[config.mk]
export PLATFORM = sky130hd
export DESIGN_NAME = vga_timing_gen
export DESIGN_NICKNAME = d
export VERILOG_FILES = /design/src/rtl/vga_timing_pkg.sv /design/src/rtl/vga_timing_gen_clk_div_en.sv /design/src/rtl/vga_timing_gen.sv
export SDC_FILE = /design/constraint.sdc
export NUM_CORES = 1
export LEC_CHECK = 0
export ABC_AREA = 1
export ABC_CLOCK_PERIOD_IN_PS = 1600
export BUFFER_PORTS_ARGS = -buffer_cell sky130_fd_sc_hd__buf_2
export CORE_MARGIN = 5
export CORE_UTILIZATION = 30
export CTS_CLUSTER_SIZE = 14
export DETAILED_ROUTE_END_ITERATION = 8
export GPL_ROUTABILITY_DRIVEN = 1
export HOLD_SLACK_MARGIN = 0.08
export PLACE_DENSITY_LB_ADDON = 0.2
export SYNTH_ARGS = -nofsm -noshare
export SYNTH_HDL_FRONTEND = slang
export SYNTH_SLANG_ARGS = --single-unit
[constraint.sdc]
create_clock -name clk -period 1.6 [get_ports clk]
set_input_delay 0.16 -clock clk [delete_from_list [all_inputs] [get_ports clk]]
set_output_delay 0.16 -clock clk [all_outputs]
set_load 0.02 [all_outputs]
[src/rtl/vga_timing_pkg.sv]
// Shared VGA timing definitions: default 640x480@60 raster constants,
// the raster counter width, and the 12-bit RGB colour type with the
// common colours used by the renderers.
package vga_timing_pkg;

    localparam int CNT_W           = 10;

    localparam int DEF_CLK_DIV     = 4;
    localparam int DEF_H_TOTAL     = 800;
    localparam int DEF_H_SYNC      = 96;
    localparam int DEF_H_VIS_START = 144;
    localparam int DEF_H_VIS_END   = 783;
    localparam int DEF_V_TOTAL     = 525;
    localparam int DEF_V_SYNC      = 2;
    localparam int DEF_V_VIS_START = 35;
    localparam int DEF_V_VIS_END   = 514;

    typedef struct packed {
        logic [3:0] r;
        logic [3:0] g;
        logic [3:0] b;
    } rgb_t;

    localparam rgb_t RGB_BLACK = '{r: 4'h0, g: 4'h0, b: 4'h0};
    localparam rgb_t RGB_WHITE = '{r: 4'hF, g: 4'hF, b: 4'hF};
    localparam rgb_t RGB_RED   = '{r: 4'hF, g: 4'h0, b: 4'h0};
    localparam rgb_t RGB_GREEN = '{r: 4'h0, g: 4'hF, b: 4'h0};
    localparam rgb_t RGB_BLUE  = '{r: 4'h0, g: 4'h0, b: 4'hF};

    // Force black outside the visible window so renderers never drive
    // colour during blanking.
    function automatic rgb_t rgb_blank(input rgb_t colour, input logic bright);
        rgb_t result;
        if (bright) begin
            result = colour;
        end else begin
            result = RGB_BLACK;
        end
        return result;
    endfunction

endpackage

[src/rtl/vga_timing_gen_clk_div_en.sv]
// Pixel-rate enable: divides clk by CLK_DIV and emits a registered
// one-clk strobe when the divider sits at its last count.
module clk_div_en
    import vga_timing_pkg::*;
#(
    parameter int CLK_DIV = DEF_CLK_DIV
) (
    input  logic clk,
    input  logic rst,
    output logic pix_en
);

    localparam int               DIV_W    = $clog2(CLK_DIV);
    localparam logic [DIV_W-1:0] DIV_LAST = DIV_W'(CLK_DIV - 1);

    logic [DIV_W-1:0] div_r;
    logic             pix_en_r;

    // Free-running divider and strobe register; reset restarts the phase.
    always_ff @(posedge clk) begin
        if (rst) begin
            div_r    <= {DIV_W{1'b0}};
            pix_en_r <= 1'b0;
        end else begin
            if (div_r == DIV_LAST) begin
                div_r <= {DIV_W{1'b0}};
            end else begin
                div_r <= div_r + DIV_W'(1);
            end
            pix_en_r <= (div_r == DIV_LAST);
        end
    end

    assign pix_en = pix_en_r;

endmodule

[src/rtl/vga_timing_gen.sv]
// VGA raster timing source: pixel-rate enable, horizontal/vertical
// counters and registered sync/visible decodes that change on the same
// edge as the counters. Optional build macro FRAME_COUNT_EN adds a
// frame_start pulse and a 16-bit frame counter.
module vga_timing_gen
    import vga_timing_pkg::*;
#(
    parameter int CLK_DIV     = DEF_CLK_DIV,
    parameter int H_TOTAL     = DEF_H_TOTAL,
    parameter int H_SYNC      = DEF_H_SYNC,
    parameter int H_VIS_START = DEF_H_VIS_START,
    parameter int H_VIS_END   = DEF_H_VIS_END,
    parameter int V_TOTAL     = DEF_V_TOTAL,
    parameter int V_SYNC      = DEF_V_SYNC,
    parameter int V_VIS_START = DEF_V_VIS_START,
    parameter int V_VIS_END   = DEF_V_VIS_END
) (
    input  logic             clk,
    input  logic             rst,
    output logic             pix_en,
    output logic [CNT_W-1:0] hCount,
    output logic [CNT_W-1:0] vCount,
    output logic             hSync,
    output logic             vSync,
    output logic             bright
`ifdef FRAME_COUNT_EN
    ,
    output logic             frame_start,
    output logic [15:0]      frame_cnt
`endif
);

    localparam logic [CNT_W-1:0] H_LAST  = CNT_W'(H_TOTAL - 1);
    localparam logic [CNT_W-1:0] V_LAST  = CNT_W'(V_TOTAL - 1);
    localparam logic [CNT_W-1:0] H_SYN_C = CNT_W'(H_SYNC);
    localparam logic [CNT_W-1:0] V_SYN_C = CNT_W'(V_SYNC);
    localparam logic [CNT_W-1:0] H_VS_C  = CNT_W'(H_VIS_START);
    localparam logic [CNT_W-1:0] H_VE_C  = CNT_W'(H_VIS_END);
    localparam logic [CNT_W-1:0] V_VS_C  = CNT_W'(V_VIS_START);
    localparam logic [CNT_W-1:0] V_VE_C  = CNT_W'(V_VIS_END);

    logic             pix_en_s;
    logic [CNT_W-1:0] h_cnt_r;
    logic [CNT_W-1:0] v_cnt_r;
    logic [CNT_W-1:0] h_next_s;
    logic [CNT_W-1:0] v_next_s;
    logic             frame_wrap_s;
    logic             hsync_r;
    logic             vsync_r;
    logic             bright_r;

    clk_div_en #(
        .CLK_DIV (CLK_DIV)
    ) u_clk_div_en (
        .clk    (clk),
        .rst    (rst),
        .pix_en (pix_en_s)
    );

    // Next raster position; holds between strobes, wraps line then frame.
    always_comb begin
        h_next_s     = h_cnt_r;
        v_next_s     = v_cnt_r;
        frame_wrap_s = 1'b0;
        if (pix_en_s) begin
            if (h_cnt_r == H_LAST) begin
                h_next_s = 10'd0;
                if (v_cnt_r == V_LAST) begin
                    v_next_s     = 10'd0;
                    frame_wrap_s = 1'b1;
                end else begin
                    v_next_s = v_cnt_r + 10'd1;
                end
            end else begin
                h_next_s = h_cnt_r + 10'd1;
            end
        end else begin
            h_next_s = h_cnt_r;
            v_next_s = v_cnt_r;
        end
    end

    // Counters and decodes registered together from the next position.
    always_ff @(posedge clk) begin
        if (rst) begin
            h_cnt_r  <= 10'd0;
            v_cnt_r  <= 10'd0;
            hsync_r  <= 1'b0;
            vsync_r  <= 1'b0;
            bright_r <= 1'b0;
        end else begin
            h_cnt_r  <= h_next_s;
            v_cnt_r  <= v_next_s;
            hsync_r  <= (h_next_s >= H_SYN_C);
            vsync_r  <= (v_next_s >= V_SYN_C);
            bright_r <= (h_next_s >= H_VS_C) && (h_next_s <= H_VE_C) &&
                        (v_next_s >= V_VS_C) && (v_next_s <= V_VE_C);
        end
    end

`ifdef FRAME_COUNT_EN
    logic        frame_start_r;
    logic [15:0] frame_cnt_r;

    // Frame pulse and counter step on the edge the raster returns to (0,0).
    always_ff @(posedge clk) begin
        if (rst) begin
            frame_start_r <= 1'b0;
            frame_cnt_r   <= 16'd0;
        end else begin
            frame_start_r <= frame_wrap_s;
            if (frame_wrap_s) begin
                frame_cnt_r <= frame_cnt_r + 16'd1;
            end else begin
                frame_cnt_r <= frame_cnt_r;
            end
        end
    end

    assign frame_start = frame_start_r;
    assign frame_cnt   = frame_cnt_r;
`endif

    assign pix_en = pix_en_s;
    assign hCount = h_cnt_r;
    assign vCount = v_cnt_r;
    assign hSync  = hsync_r;
    assign vSync  = vsync_r;
    assign bright = bright_r;

endmodule
; ---- Yosys cells after proc, flatten, opt, wreduce, memory -nomap -nowiden
; Cells that the tools add are included.
[word_totals]
inputBits = 2
output_inout_bits = 24
ff_bits = 26
wordCells = 28
[classes]
order_cmp = 6
reduce_logical = 4
n_addsub = 3
eq_ne = 3
muxes = 5
[ops]
columns = operator, count
row1 = 10-bit two-way mux, 5
row2 = 10-bit by 1-bit adder with 10-bit output (second input constant), 2
row3 = 10-bit == test (second input constant), 2
row4 = 10-bit <= comparator (second input constant), 2
row5 = 10-bit by 2-bit >= comparator with 1-bit output (second input constant), 1
row6 = 10-bit by 6-bit >= comparator with 1-bit output (second input constant), 1
row7 = 10-bit by 7-bit >= comparator with 1-bit output (second input constant), 1
row8 = 10-bit by 8-bit >= comparator with 1-bit output (second input constant), 1
row9 = 1-bit logical AND, 3
row10 = 2-bit by 1-bit adder with 2-bit output (second input constant), 1
row11 = 2-bit == test (second input constant), 1
row12 = 2-bit OR reduction, 1

; ---- Longest topological paths before layout
[logic_depth]
word_depth = 7
ltp_mapped = 16

; ---- By module
; A second synthesis with hierarchy kept.
[hier_totals]
cells_unflattened = 251
area_unflattened_um2 = 1546.5
[by_module_without_submodules]
columns = mod, seq_area_each_um2, cells_each, area_per_inst_um2, n_inst
row1 = vga_timing_gen, 460.4, 240, 1447.6, 1
row2 = clk_div_en, 60.1, 11, 98.8, 1

; ---- Worst setup path after synthesis
; Ideal clock, no wire load.
[synth_path]
path_kind = register -> register
from = register h_cnt_r[1] (netlist: hCount[1])
to = register vsync_r (netlist: vSync)
synth_period_minus_slack_ns = 1.814
setup_time_ns = 0.132
required_ns = 1.468
setup_slack_ns = -0.214
path_buffers = 1
arrival_time_ns = 1.682
stages_incl_launch_ff = 12
cell_sequence = dfxtp_1 -> ha_1 -> nand3_2 -> nor2_4 -> nand3_2 -> buf_6 -> nand2_1 -> inv_1 -> nor2_4 -> inv_1 -> nor3_1 -> a21oi_1
[synth_between]
elab_chain_len = 4
[synth_rtl]
columns = element, line_no
row1 = from (decl), vga_timing_gen.sv:43  ; logic [CNT_W-1:0] h_cnt_r;
row2 = from (signal assigned), vga_timing_gen.sv:92  ; h_cnt_r <= h_next_s;
row3 = 10-bit == test, vga_timing_gen.sv:66  ; if (h_cnt_r == H_LAST) begin
row4 = 10-bit two-way mux, vga_timing_gen.sv:66
row5 = 10-bit two-way mux, vga_timing_gen.sv:65  ; if (pix_en_s) begin
row6 = 10-bit by 2-bit >= comparator with 1-bit output, vga_timing_gen.sv:95  ; vsync_r <= (v_next_s >= V_SYN_C);
row7 = to (signal assigned), vga_timing_gen.sv:95
row8 = to (decl), vga_timing_gen.sv:49  ; logic vsync_r;
; Every way passes these cells.
; A chain may end at the register's enable or synchronous reset.

; ---- Worst setup path after layout
[layout_path]
from = register h_cnt_r[0] (netlist: hCount[0])
to = register bright_r (netlist: bright)
[layout_between]
elab_chain_len = 7
word_cells_on_any_way = 13
cone_classes = add/sub (1) / order compare (4) / eq/ne (1) / mux (4) / reduce/logical (3)
[layout_rtl]
columns = element, line_no
row1 = 10-bit by 1-bit adder with 10-bit output / 10-bit == test (equally long branches), "vga_timing_gen.sv:75, vga_timing_gen.sv:66"
row2 = 10-bit two-way mux, vga_timing_gen.sv:66
row3 = 10-bit two-way mux, vga_timing_gen.sv:65
row4 = 10-bit by 8-bit >= comparator with 1-bit output / 10-bit <= comparator (equally long branches), vga_timing_gen.sv:96  ; bright_r <= (h_next_s >= H_VS_C) && (h_next_s <= H_VE_C) &&
row5 = 1-bit logical AND (2 in series), vga_timing_gen.sv:96
row6 = 1-bit logical AND (*), vga_timing_gen.sv:97  ; (v_next_s >= V_VS_C) && (v_next_s <= V_VE_C);
row7 = to (signal assigned), vga_timing_gen.sv:96
row8 = to (decl), vga_timing_gen.sv:50  ; logic bright_r;
; Every way passes the cells marked *; elsewhere a longest branch is shown, timed or not.

==> results.cfg <==
[synthesis]
synth_area_sq_mm = 0.00152
synth_top_family_by_area = simple AND/OR/NAND/NOR gates
yosys.cell_types.count = 25
ys.warnings.count = 0
synthMuxAreaShare = 0
synthAdderAreaFrac = 0.0329
synth-compound-area-share = 0.0428
synthSimpleGateAreaFrac = 0.472
syn_area_per_cell_sq_um = 6.33
ys_ff_latch = 26
ys_seq_area_frac = 0.342
synth_flop_cell = dfxtp_1
async_reset_ff_frac = 0
synthCells = 240
syn-num-nets = 246
synth_enable_flop_cells = 0
synth-xor-area-share = 0

[clocking]
path_clk_slew_ns = 0.10
cts.sinks = 26
cts_buffers = 3
hold_buffers = 0
cts_tree = built
cts-htree-levels = 1
cts_buffer_depth = 2
root_buffer = clkbuf_8
clock_latency_ns = 0.28

[floorplan]
fp.coreArea_sq_mm = 0.00501
start_util = 0.303
row_count = 26
dieArea_sq_mm = 0.00659
die_y_microns = 81.2
io_pins = 26
die_w_microns = 81.2

[power]
leakagePower_uw = 0.00119
ir_drop_uv = 297
pwr-share-clk = 0.445
seqPwrFrac = 0.515
power_density_mw_per_mm2 = 542
combPwrFrac = 0.040
swShare = 0.211
p_int_uw = 1010
power.switching_uw = 271
finalPower_uw = 1280

[critical_path]
path_depth = 13
crit_path_top_delay_cell = dfxtp_4
worstPathCellList = ha_4 > nand3_4 > nor2_4 > nand3_4 > buf_6 > nand2_2 > inv_2 > nor2_4 > nand3_4 > o21bai_1 > nand2_1 > nand2_1 > nor2_1
arrival_ns = 1.92
reg2reg_depth = 13
worstSetupStartpoint = hCount[0]
start_kind = flip-flop
worstPathMaxFanout = 6
path_delay_family = simple AND/OR/NAND/NOR gates
critPathCaptureType = flip-flop
crit_path_frequent_cell = nand3_4
ff2ff_setup_slack_ns = -0.14
cp.buffers_inverters = 2
max_stage_delay_ns = 0.37
crit_path_end = bright
path_class = flip-flop to flip-flop
r2r-end = bright
worstPathRequired_ns = 1.79
worstReg2RegStart = hCount[0]

[layout]
area_delta_synth_final_pct = 55.6
n_antenna_cell = 0
fin_nets = 325
final_core_util = 0.472
fill_cells = 539
drive_gt1_frac = 0.431

[drt]
wl_per_cell_microns = 11.1
drcViolationCount = 0
detail_route.vias_per_cell = 4.44
drt-initial-drc-count = 59
wirelength_microns = 4300
drtPass1Iterations = 4
antenna_left = 0
num_vias = 1722

[timing]
grt_setup_unrepaired = true
max_slew_margin = 0.757
setup_viol = 2
slew_violations = 0
tightest_slew_ns = 0.362
hold_viol_final = 0
max_freq_mhz = 575
fin_crit_sh = 1.09
finalCriticalPeriod_ns = 1.74
fin_setup_tns_ns = -0.223
fin_worst_skew_ns = 0.00164
fin_ws_ns = -0.139

[global_routing]
first_global_vias = 1622
grt_max_degree = 20
grt_pass1_wl_microns = 7070
track_usage = 0.136
antenna_found_initial = 0
gr-total-overflow = 0

[run_status]
violations = negative setup slack
outcome = finished, violations left

[place]
gp_congestion = 0.782
portBuffers = 25
dp_hpwl_microns = 3290
place_ws_ns = -0.133

[min_path]
hp-class = input pin to flip-flop

[flow_run]
maxCapViolations = 0
[layout by cell type, fill, tap and decap left out, drive strengths merged]
cell type	count
nor3	9
nor3b	2
bufinv	1
o21ai	4
ha	4
nand4	7
nor2	46
o21a	1
buf	78
dfxtp	26
o211ai	1
nand3b	1
inv	38
o21bai	2
a21oi	3
nand2	67
clkbuf	3
nand3	25
[final cells by class]
cell class                      instances  area (sq um)  share of cell area
Clock buffer                            3          41.3              0.0175
Timing Repair Buffer                   78           531               0.224
Clock inverter                          1          30.0              0.0127
Tap cell                               70          87.6              0.0370
Sequential cell                        26           538               0.228
Inverter                               38           143              0.0603
Multi-Input combinational cell        172           995               0.421
[cell usage after synthesis, types with 2 or more instances]
library cell	instances	area share
inv_1	37	0.091
nor2_4	3	0.022
nor3_1	8	0.026
o21bai_1	2	0.0099
nand4_1	7	0.029
dfxtp_1	26	0.34
a21oi_1	3	0.0099
nor2_1	38	0.094
nand2_1	66	0.16
clkbuf_1	2	0.0049
ha_1	4	0.033
nand3_1	22	0.072
nor2_2	5	0.021
nand3_2	3	0.020
o21ai_0	2	0.0066
nor3b_1	2	0.0099
o21ai_1	2	0.0066
[stage by stage]
stage	instance area, sq um	instances	hold WS (ns)
after floorplan	1550	240	0.335
after global placement	2110	381	0.423
after detailed placement	2110	381	0.426
after CTS	2240	387	0.162
after global routing	2360	388	0.171
final	2360	388	0.164
[power by group through the flow]
stage / registers [uW] / clock network (uW) / logic (uW)
6_report: 660 / 571 / 50.7
5_1_grt: 661 / 610 / 57.8
4_1_cts: 660 / 584 / 50.6
3_5_place_dp: 675 / 0 / 50.4
3_3_place_gp: 675 / 0 / 50.3
2_1_floorplan: 679 / 0 / 24.6
[worst min-delay path: stages]
cell and delay, ns:
buf_2 0.09, inv_1 0.06, o21a_1 0.10
[sequential cells by signal, indices dropped and copies added, names as in the netlist]
name,cells
bright,1
vCount,10
hCount,10
u_clk_div_en.pix_en,1
vSync,1
hSync,1
u_clk_div_en.div_r,2
[routing by layer]
metal	share of wire	global-route usage	routed length, microns
met1	0.48	0.177	2070
met2	0.48	0.231	2060
met3	0.025	0.0211	106
met4	0.015	0.0405	63
met5	0	0	0
[how the worst min path moves through the flow]
stage | from | endpoint | slack [ns] | cells after the start
3_5_place_dp | u_clk_div_en.div_r[0] | u_clk_div_en.div_r[0] | 0.43 | 1
2_1_floorplan | rst | hSync | 0.33 | 2
6_report | rst | hSync | 0.16 | 3
4_1_cts | rst | hSync | 0.16 | 3
3_3_place_gp | u_clk_div_en.div_r[0] | u_clk_div_en.div_r[0] | 0.42 | 1
5_1_grt | rst | hSync | 0.17 | 3
[what timing repair did]
action                     CTS  global route
cloned                       0             0
resized for setup           13            34
pin swaps                    5            16
setup buffers                2             1
setup endpoints to repair    3             8
[logic make-up after synthesis]
family	Yosys count
fa+ha+maj	4
buf+inv	42
flops	26
simple gates	157
compound gates	11
Power figures use the tool's default switching activity.
